### config.mk
export PLATFORM = sky130hd
export DESIGN_NAME = i2s_tx_sched
export DESIGN_NICKNAME = d
export VERILOG_FILES = /design/src/rtl/i2s_tx_sched.sv
export SDC_FILE = /design/constraint.sdc
export NUM_CORES = 1
export LEC_CHECK = 0
export ABC_AREA = 1
export ABC_CLOCK_PERIOD_IN_PS = 7590
export BUFFER_PORTS_ARGS = -buffer_cell sky130_fd_sc_hd__buf_2
export CAP_MARGIN = 20
export CORE_UTILIZATION = 56
export CTS_BUF_LIST = sky130_fd_sc_hd__clkbuf_4 sky130_fd_sc_hd__clkbuf_8
export DETAILED_ROUTE_END_ITERATION = 12
export PLACE_DENSITY = 0.95
export SLEW_MARGIN = 20
export SYNTH_ARGS = -nofsm -noshare
export SYNTH_HDL_FRONTEND = slang
export SYNTH_SLANG_ARGS = --single-unit
### constraint.sdc
create_clock -name clk_i -period 7.59 [get_ports clk_i]
set_input_delay 1.8975 -clock clk_i [delete_from_list [all_inputs] [get_ports clk_i]]
set_output_delay 1.8975 -clock clk_i [all_outputs]
set_load 0.02 [all_outputs]
### src/rtl/i2s_tx_sched.sv
// Transmit scheduler that shares one I2S transmitter between NUM_SRC stereo producers.
// Ownership is granted per L/R frame; gaps are filled with silence and counted as underruns.
module i2s_tx_sched #(
  parameter int NUM_SRC    = 2,
  parameter int DATA_WIDTH = 32,
  parameter int CNT_WIDTH  = 16
) (
  input  logic                            clk_i,
  input  logic                            rst_i,
  input  logic                            en_i,
  input  logic                            mode_i,
  input  logic [NUM_SRC-1:0]              src_en_i,
  input  logic [NUM_SRC-1:0]              src_valid_i,
  input  logic [NUM_SRC*2*DATA_WIDTH-1:0] src_data_i,
  output logic [NUM_SRC-1:0]              src_ready_o,
  input  logic                            tx_req_i,
  input  logic                            tx_lr_i,
  output logic [DATA_WIDTH-1:0]           tx_dat_o,
  output logic                            tx_vld_o,
  output logic [NUM_SRC-1:0]              grant_o,
  output logic                            busy_o,
  output logic [CNT_WIDTH-1:0]            udr_cnt_o,
  input  logic                            udr_clr_i
);

  localparam int IW = (NUM_SRC > 1) ? $clog2(NUM_SRC) : 1;

  typedef enum logic [1:0] {
    IDLE   = 2'd0,
    HOLD_R = 2'd1,
    HOLD_Z = 2'd2
  } state_t;

  state_t                  r_state, w_state_nxt;
  logic [IW-1:0]           r_rr, w_rr_nxt;
  logic [DATA_WIDTH-1:0]   r_right, w_right_nxt;
  logic [DATA_WIDTH-1:0]   r_tx_dat, w_tx_dat_nxt;
  logic                    r_tx_vld, w_tx_vld_nxt;
  logic [NUM_SRC-1:0]      r_grant, w_grant_nxt;
  logic [CNT_WIDTH-1:0]    r_udr, w_udr_nxt;

  logic [NUM_SRC-1:0]      w_elig;
  logic                    w_any;
  logic [IW-1:0]           w_win;
  logic [NUM_SRC-1:0]      w_onehot;
  logic [2*DATA_WIDTH-1:0] w_frame;
  logic [NUM_SRC-1:0]      w_ready;
  logic [1:0]              w_inc;
  logic [CNT_WIDTH+1:0]    w_sum;

  assign w_elig = src_en_i & src_valid_i;

  // Fixed priority scans from index 0; round-robin scans cyclically from the rr pointer.
  always_comb begin : arb
    int            idx;
    logic [IW-1:0] idx_n;
    w_any = 1'b0;
    w_win = '0;
    idx   = 0;
    idx_n = '0;
    for (int k = 0; k < NUM_SRC; k++) begin
      if (mode_i) begin
        idx = k;
      end else begin
        idx = int'(r_rr) + k;
        if (idx >= NUM_SRC) idx = idx - NUM_SRC;
      end
      idx_n = IW'(idx);
      if (!w_any && w_elig[idx_n]) begin
        w_any = 1'b1;
        w_win = idx_n;
      end
    end
  end

  always_comb begin
    w_frame  = '0;
    w_onehot = '0;
    for (int i = 0; i < NUM_SRC; i++) begin
      w_onehot[i] = (w_win == IW'(i));
      if (w_win == IW'(i)) w_frame = src_data_i[i*2*DATA_WIDTH +: 2*DATA_WIDTH];
    end
  end

  always_comb begin
    w_state_nxt  = r_state;
    w_rr_nxt     = r_rr;
    w_right_nxt  = r_right;
    w_tx_dat_nxt = r_tx_dat;
    w_tx_vld_nxt = 1'b0;
    w_grant_nxt  = r_grant;
    w_ready      = '0;
    w_inc        = 2'd0;
    if (!en_i) begin
      // Disabled: any held frame is dropped and requests get silence without counting.
      w_state_nxt = IDLE;
      w_grant_nxt = '0;
      if (tx_req_i) begin
        w_tx_vld_nxt = 1'b1;
        w_tx_dat_nxt = '0;
      end
    end else if (tx_req_i) begin
      w_tx_vld_nxt = 1'b1;
      if (!tx_lr_i) begin
        // A left request while still holding a right word means the right slot was missed.
        if (r_state == HOLD_R) w_inc = 2'd1;
        if (w_any) begin
          w_ready[w_win] = 1'b1;
          w_right_nxt    = w_frame[2*DATA_WIDTH-1:DATA_WIDTH];
          w_tx_dat_nxt   = w_frame[DATA_WIDTH-1:0];
          w_grant_nxt    = w_onehot;
          w_rr_nxt       = (w_win == IW'(NUM_SRC - 1)) ? '0 : w_win + IW'(1);
          w_state_nxt    = HOLD_R;
        end else begin
          w_tx_dat_nxt = '0;
          w_grant_nxt  = '0;
          w_inc        = w_inc + 2'd1;
          w_state_nxt  = HOLD_Z;
        end
      end else begin
        w_grant_nxt = '0;
        w_state_nxt = IDLE;
        case (r_state)
          HOLD_R:  w_tx_dat_nxt = r_right;
          HOLD_Z:  w_tx_dat_nxt = '0;
          default: begin
            w_tx_dat_nxt = '0;
            w_inc        = 2'd1;
          end
        endcase
      end
    end
  end

  // Saturating counter; a clear coincident with an increment keeps only the new events.
  always_comb begin
    w_sum = {2'b00, r_udr} + {{CNT_WIDTH{1'b0}}, w_inc};
    if (udr_clr_i) begin
      w_udr_nxt = CNT_WIDTH'(w_inc);
    end else if (w_sum[CNT_WIDTH+1:CNT_WIDTH] != 2'b00) begin
      w_udr_nxt = '1;
    end else begin
      w_udr_nxt = w_sum[CNT_WIDTH-1:0];
    end
  end

  always_ff @(posedge clk_i) begin
    if (rst_i) begin
      r_state  <= IDLE;
      r_rr     <= '0;
      r_right  <= '0;
      r_tx_dat <= '0;
      r_tx_vld <= 1'b0;
      r_grant  <= '0;
      r_udr    <= '0;
    end else begin
      r_state  <= w_state_nxt;
      r_rr     <= w_rr_nxt;
      r_right  <= w_right_nxt;
      r_tx_dat <= w_tx_dat_nxt;
      r_tx_vld <= w_tx_vld_nxt;
      r_grant  <= w_grant_nxt;
      r_udr    <= w_udr_nxt;
    end
  end

  // The accept pulse is suppressed during reset so no frame is consumed unanswered.
  assign src_ready_o = rst_i ? '0 : w_ready;
  assign tx_dat_o    = r_tx_dat;
  assign tx_vld_o    = r_tx_vld;
  assign grant_o     = r_grant;
  assign busy_o      = (r_state == HOLD_R);
  assign udr_cnt_o   = r_udr;

endmodule

======== Yosys cells after proc, flatten, opt, wreduce, memory -nomap -nowiden ========
Index checks and enable logic that the tools add are counted.
storage, ports and cells
  input port bits ......................... 139
  register bits ........................... 86
  word-level logic and storage cells ...... 77
cells by class
  eq/ne operators ......................... 2
  bitwise operators ....................... 4
  reduce and logical (&&, ||, !) cells .... 8
  $lt $le $gt $ge ......................... 6
  mux-type cells .......................... 43
  $add $sub $neg .......................... 6
operators by type and width
  cell                                                                                  count
  32-bit 2-to-1 mux                                                                     6
  64-bit 2-to-1 mux                                                                     1
  2-bit 2-to-1 mux                                                                      17
  16-bit by 2-bit adder with 17-bit output                                              1
  1-bit 2-to-1 mux                                                                      17
  16-bit 2-to-1 mux                                                                     1
  1-bit by 2-bit less-than comparator with 1-bit output (second input constant)         3
  2-bit OR reduction                                                                    3
  4-bit AND reduction                                                                   1
  1-bit inverter                                                                        3
  1-bit by 1-bit adder with 2-bit output (second input constant)                        1
  2-bit by 1-bit adder with 2-bit output (second input constant)                        1
  2-bit bitwise AND                                                                     1
  2-bit by 1-bit equality test with 1-bit output (second input constant)                1
  2-bit equality test (second input constant)                                           1
  1-bit by 2-bit greater-or-equal comparator with 1-bit output (second input constant)  1
  2-bit greater-or-equal comparator (second input constant)                             1
  1-bit logical AND                                                                     2
  2-bit nonzero test                                                                    1
  1-bit subtractor (second input constant)                                              2
  1-bit adder (second input constant)                                                   1
  1-bit demux with 1-bit select                                                         1
  1-bit greater-or-equal comparator (second input constant)                             1
  1-bit zero test                                                                       1

======== Depth between registers and ports, before layout ========
  word-level depth ........................ 18
  mapped depth ............................ 17

======== Worst setup path before layout ========
No wires, ideal clock.
  path type ............................... input-to-output
  from .................................... input port tx_lr_i
  to ...................................... output port src_ready_o[0]
  data arrival time ....................... 2749 ps
  data required time ...................... 5693 ps
  path buffers ............................ 2
  stages on the path ...................... 9
  slack ................................... 2944 ps
  cell sequence ........................... buf_6 > inv_6 > nand2_2 > inv_2 > nand3_2 > inv_2 > buf_2 > nand3_1 > inv_1
on the way
  cells in the longest elaborated chain, start to end .. 4
RTL lines
  element           line  text
  start, declared   17    input logic tx_lr_i,
  2-bit 2-to-1 mux  104   if (!tx_lr_i) begin
  2-bit 2-to-1 mux  102   end else if (tx_req_i) begin
  2-bit 2-to-1 mux  94    if (!en_i) begin
  2-bit 2-to-1 mux  168   assign src_ready_o = rst_i ? '0 : w_ready;
  end, declared     15    output logic [NUM_SRC-1:0] src_ready_o,
No other way between the ends.

======== Worst setup path after layout ========
  from .................................... input port rst_i
  to ...................................... output port src_ready_o[1]
on the way
  cells in the longest elaborated chain, start to end .. 1
RTL lines
  element           line  text
  start, declared   9     input logic rst_i,
  2-bit 2-to-1 mux  168
No other way between the ends.

==> reports/metrics.csv <==
metric;value;unit
outcome;completed;
Final Slew Violations;0;
unrepaired setup endpoints after global routing;no;
slowest CP cell;inv_2;
dominant synthesized flop cell;dfxtp_1;
critical path cell sequence;buf_2 > inv_2 > nand2_1 > nor2_1 > inv_1 > nor2_1 > buf_2;
Max Fclk;180;MHz
Net Switching;271;uW
post-synthesis sequential area ratio;32.3;%
Setup Skew;13.4;ps
via count;5666;
most frequent cells after synthesis;193 x nand2_1, 125 x nand3_1, 106 x a21oi_1;
compound-cell area share of the yosys netlist;18.0;%
Synth Area in Adders;1.32;%
ant diodes;0;
Yosys reg bits;86;
IO buf count;192;
die height;99.5;um
simple-gate area share of the yosys netlist;32.8;%
Post-Syn Nets;922;
Synth cell types;32;
cell taking the most area after synthesis;dfxtp_1;
die footprint;9910;um^2
Final min period;5550;ps
io pins;193;
final hold vios;0;
final period utilization;73.2;%
Hold-fix buffers, CTS;0;
async set or reset register ratio after synthesis;0;%
synth top area cells;dfxtp_1 32%, nand2_1 14%, nand3_1 12%, a21oi_1 10%, o211ai_2 7.0%;
max incr delay on CP;770;ps
CTS buffer count;9;
initial core utilization;57.7;%
Critical Path End Type;primary output;
EDFF count, synth;0;
Syn Area/Cell;6.85;um^2
Setup Fix Bufs, Post-CTS;0;
GRT Overall Usage;28.4;%
antenna violations before repair;0;
clk_lat worst skew;340;ps
Clock power frac;31.8;%
Yosys top cell area share;32.3;%
maxcap violations;0;
htree depth;3;
vias in the first global route;5261;
Worst EP required;5690;ps
Crit Path Max Fanout;37;
CTS Sinks;86;
count leader, synth;nand2_1;
Worst slew margin;39.0;%
root buf cell;clkbuf_8;
Reg power frac;50.2;%
Core ar.;9240;um^2
Syn Std Cell Area;5330;um^2
gr ovfl total;0;
setup TNS;0;ps
post-CTS sizing;0;
Critical Path Start Type;input pin;
Post-Route WL;14100;um
Worst Tran Pin Value;915;ps
TritonRoute pass-1 iters;5;
worst hold path type;flop to flop;
Net Sw Frac;28.9;%
global-route wire length before repair;22900;um
share of layout cells above drive strength 1;32.6;%
routability cong.;0.845;
DR WL/cell;13.3;um
multiplexer area fraction after synthesis;0;%
area grow syn2layout;18.5;%
Worst-path clk slew;80;ps
# rows;35;
post-route ant nets;0;
power density cells;149;nW/um^2
Synth Instances;778;
worst path arrival time;3660;ps
CP top delay family;buffers and inverters;
Starting DRT DRC Count;294;
P_leak;0.00300;uW
Die Width;99.5;um
XOR/XNOR Fraction of Synth Area;1.32;%
nets;1073;
Setup CP Type;input pin to primary output;
drt drc;0;
Via density;5.34;
HPWL Detailed;9770;um
largest net degree at the start of global routing;65;
yosys warns;0;
largest family of logic cells by synthesized area;simple AND/OR/NAND/NOR gates;
WP buf/inv;4;
Pint;667;uW
combinational share of power;18.0;%
VDD IR max;0.0000794;V
Final setup violation count;0;
CTS tree;yes;
clock buffer depth;2;
WHS;463;ps
==> cell families (layout without fill, tap and decap cells) <==
family          Yosys count  in the layout
flops                    86             86
simple gates            376            376
fa+ha+maj                 5              5
xor+xnor                  8              8
buf+inv                 158            313
compound gates          145            145
==> state kept, by name (all words and copies together) (netlist names) <==
name and flops:
r_rr 1, r_state 2, r_right 32, tx_dat_o 32, tx_vld_o 1, grant_o 2
udr_cnt_o 16
==> through the flow <==
| stage | util [%] | setup WS (ps) | area (um^2) | instances | power [uW] |
|---|---|---|---|---|---|
| 3_5_place_dp | 66.2 | 2050 | 6110 | 1046 | 648 |
| 4_1_cts | 68.1 | 2040 | 6290 | 1061 | 939 |
| 6_report | 68.3 | 2040 | 6310 | 1062 | 938 |
| 2_1_floorplan | - | 2940 | 5330 | 778 | 593 |
| 3_3_place_gp | 66.2 | 2080 | 6110 | 1046 | 644 |
| 5_1_grt | 68.3 | 1850 | 6310 | 1062 | 979 |
==> power by group through the flow <==
| stage | Sequential, uW | Combinational, uW | Clock (uW) |
|---|---|---|---|
| detailed placement | 482 | 166 | 0 |
| global placement | 481 | 163 | 0 |
| floorplan | 489 | 105 | 0 |
| CTS | 471 | 167 | 301 |
| finish | 471 | 169 | 298 |
| global route | 473 | 188 | 318 |
==> worst register-to-register path, cell delays in order (launching register included) <==
cell,delay (ps)
dfxtp_1,310
inv_1,60
ha_1,210
ha_1,280
nor2_1,40
nor3_1,260
ha_1,220
inv_1,60
fa_1,400
inv_1,70
nand2_1,100
nor2_4,210
nand4_2,320
nand3_1,170
nand2_1,80
inv_1,60
==> layout by cell type (no fill, tap or decap) <==
cell type | netlist | layout
buf_4 | 8 | 5
o211ai_1 | 2 | 2
nand4_2 | 1 | 1
nand2_1 | 193 | 191
xnor2_1 | 3 | 3
clkinvlp_4 | 0 | 2
nand3_1 | 125 | 125
clkbuf_4 | 0 | 1
nor3b_1 | 1 | 1
clkinv_2 | 0 | 2
inv_6 | 1 | 1
buf_8 | 1 | 1
nor3_1 | 2 | 2
clkbuf_8 | 0 | 11
o211ai_2 | 30 | 30
a21oi_1 | 106 | 106
clkinv_1 | 2 | 2
dfxtp_1 | 86 | 86
o21ai_1 | 1 | 1
nand2_2 | 5 | 7
nor2_4 | 1 | 1
o21ai_0 | 3 | 3
buf_2 | 14 | 192
o22ai_1 | 3 | 3
inv_1 | 69 | 69
fa_1 | 1 | 1
ha_1 | 4 | 4
nand4_1 | 4 | 4
xor2_1 | 5 | 5
inv_2 | 28 | 27
nor2_2 | 2 | 2
nand3_2 | 21 | 21
nor2_1 | 21 | 21
==> final timing paths <==
kind                              startpoint             end  slack (ps)  depth (start not counted)
worst max-delay path                   rst_i  src_ready_o[1]        2040                          7
worst min-delay path            tx_dat_o[11]    tx_dat_o[11]         460                          2
worst max register to register    r_state[1]    udr_cnt_o[9]        4700                         15
worst min register to register  tx_dat_o[11]    tx_dat_o[11]         460                          2
==> cell type report <==
cell class,count,area (um^2)
Clock buffer,12,159
Clock inverter,3,20.0
Fill cell,786,2930
Inverter,100,382
Multi-Input combinational cell,534,2850
Sequential cell,86,1720
Tap cell,129,161
Timing Repair Buffer,198,1010
==> layer usage <==
metal / wire [um] / GRT usage, %
met1: 5690 / 33.4
met2: 7060 / 51.1
met3: 1070 / 4.99
met4: 302 / 11.5
met5: 0 / 0
(Power assumes the default switching activity.)
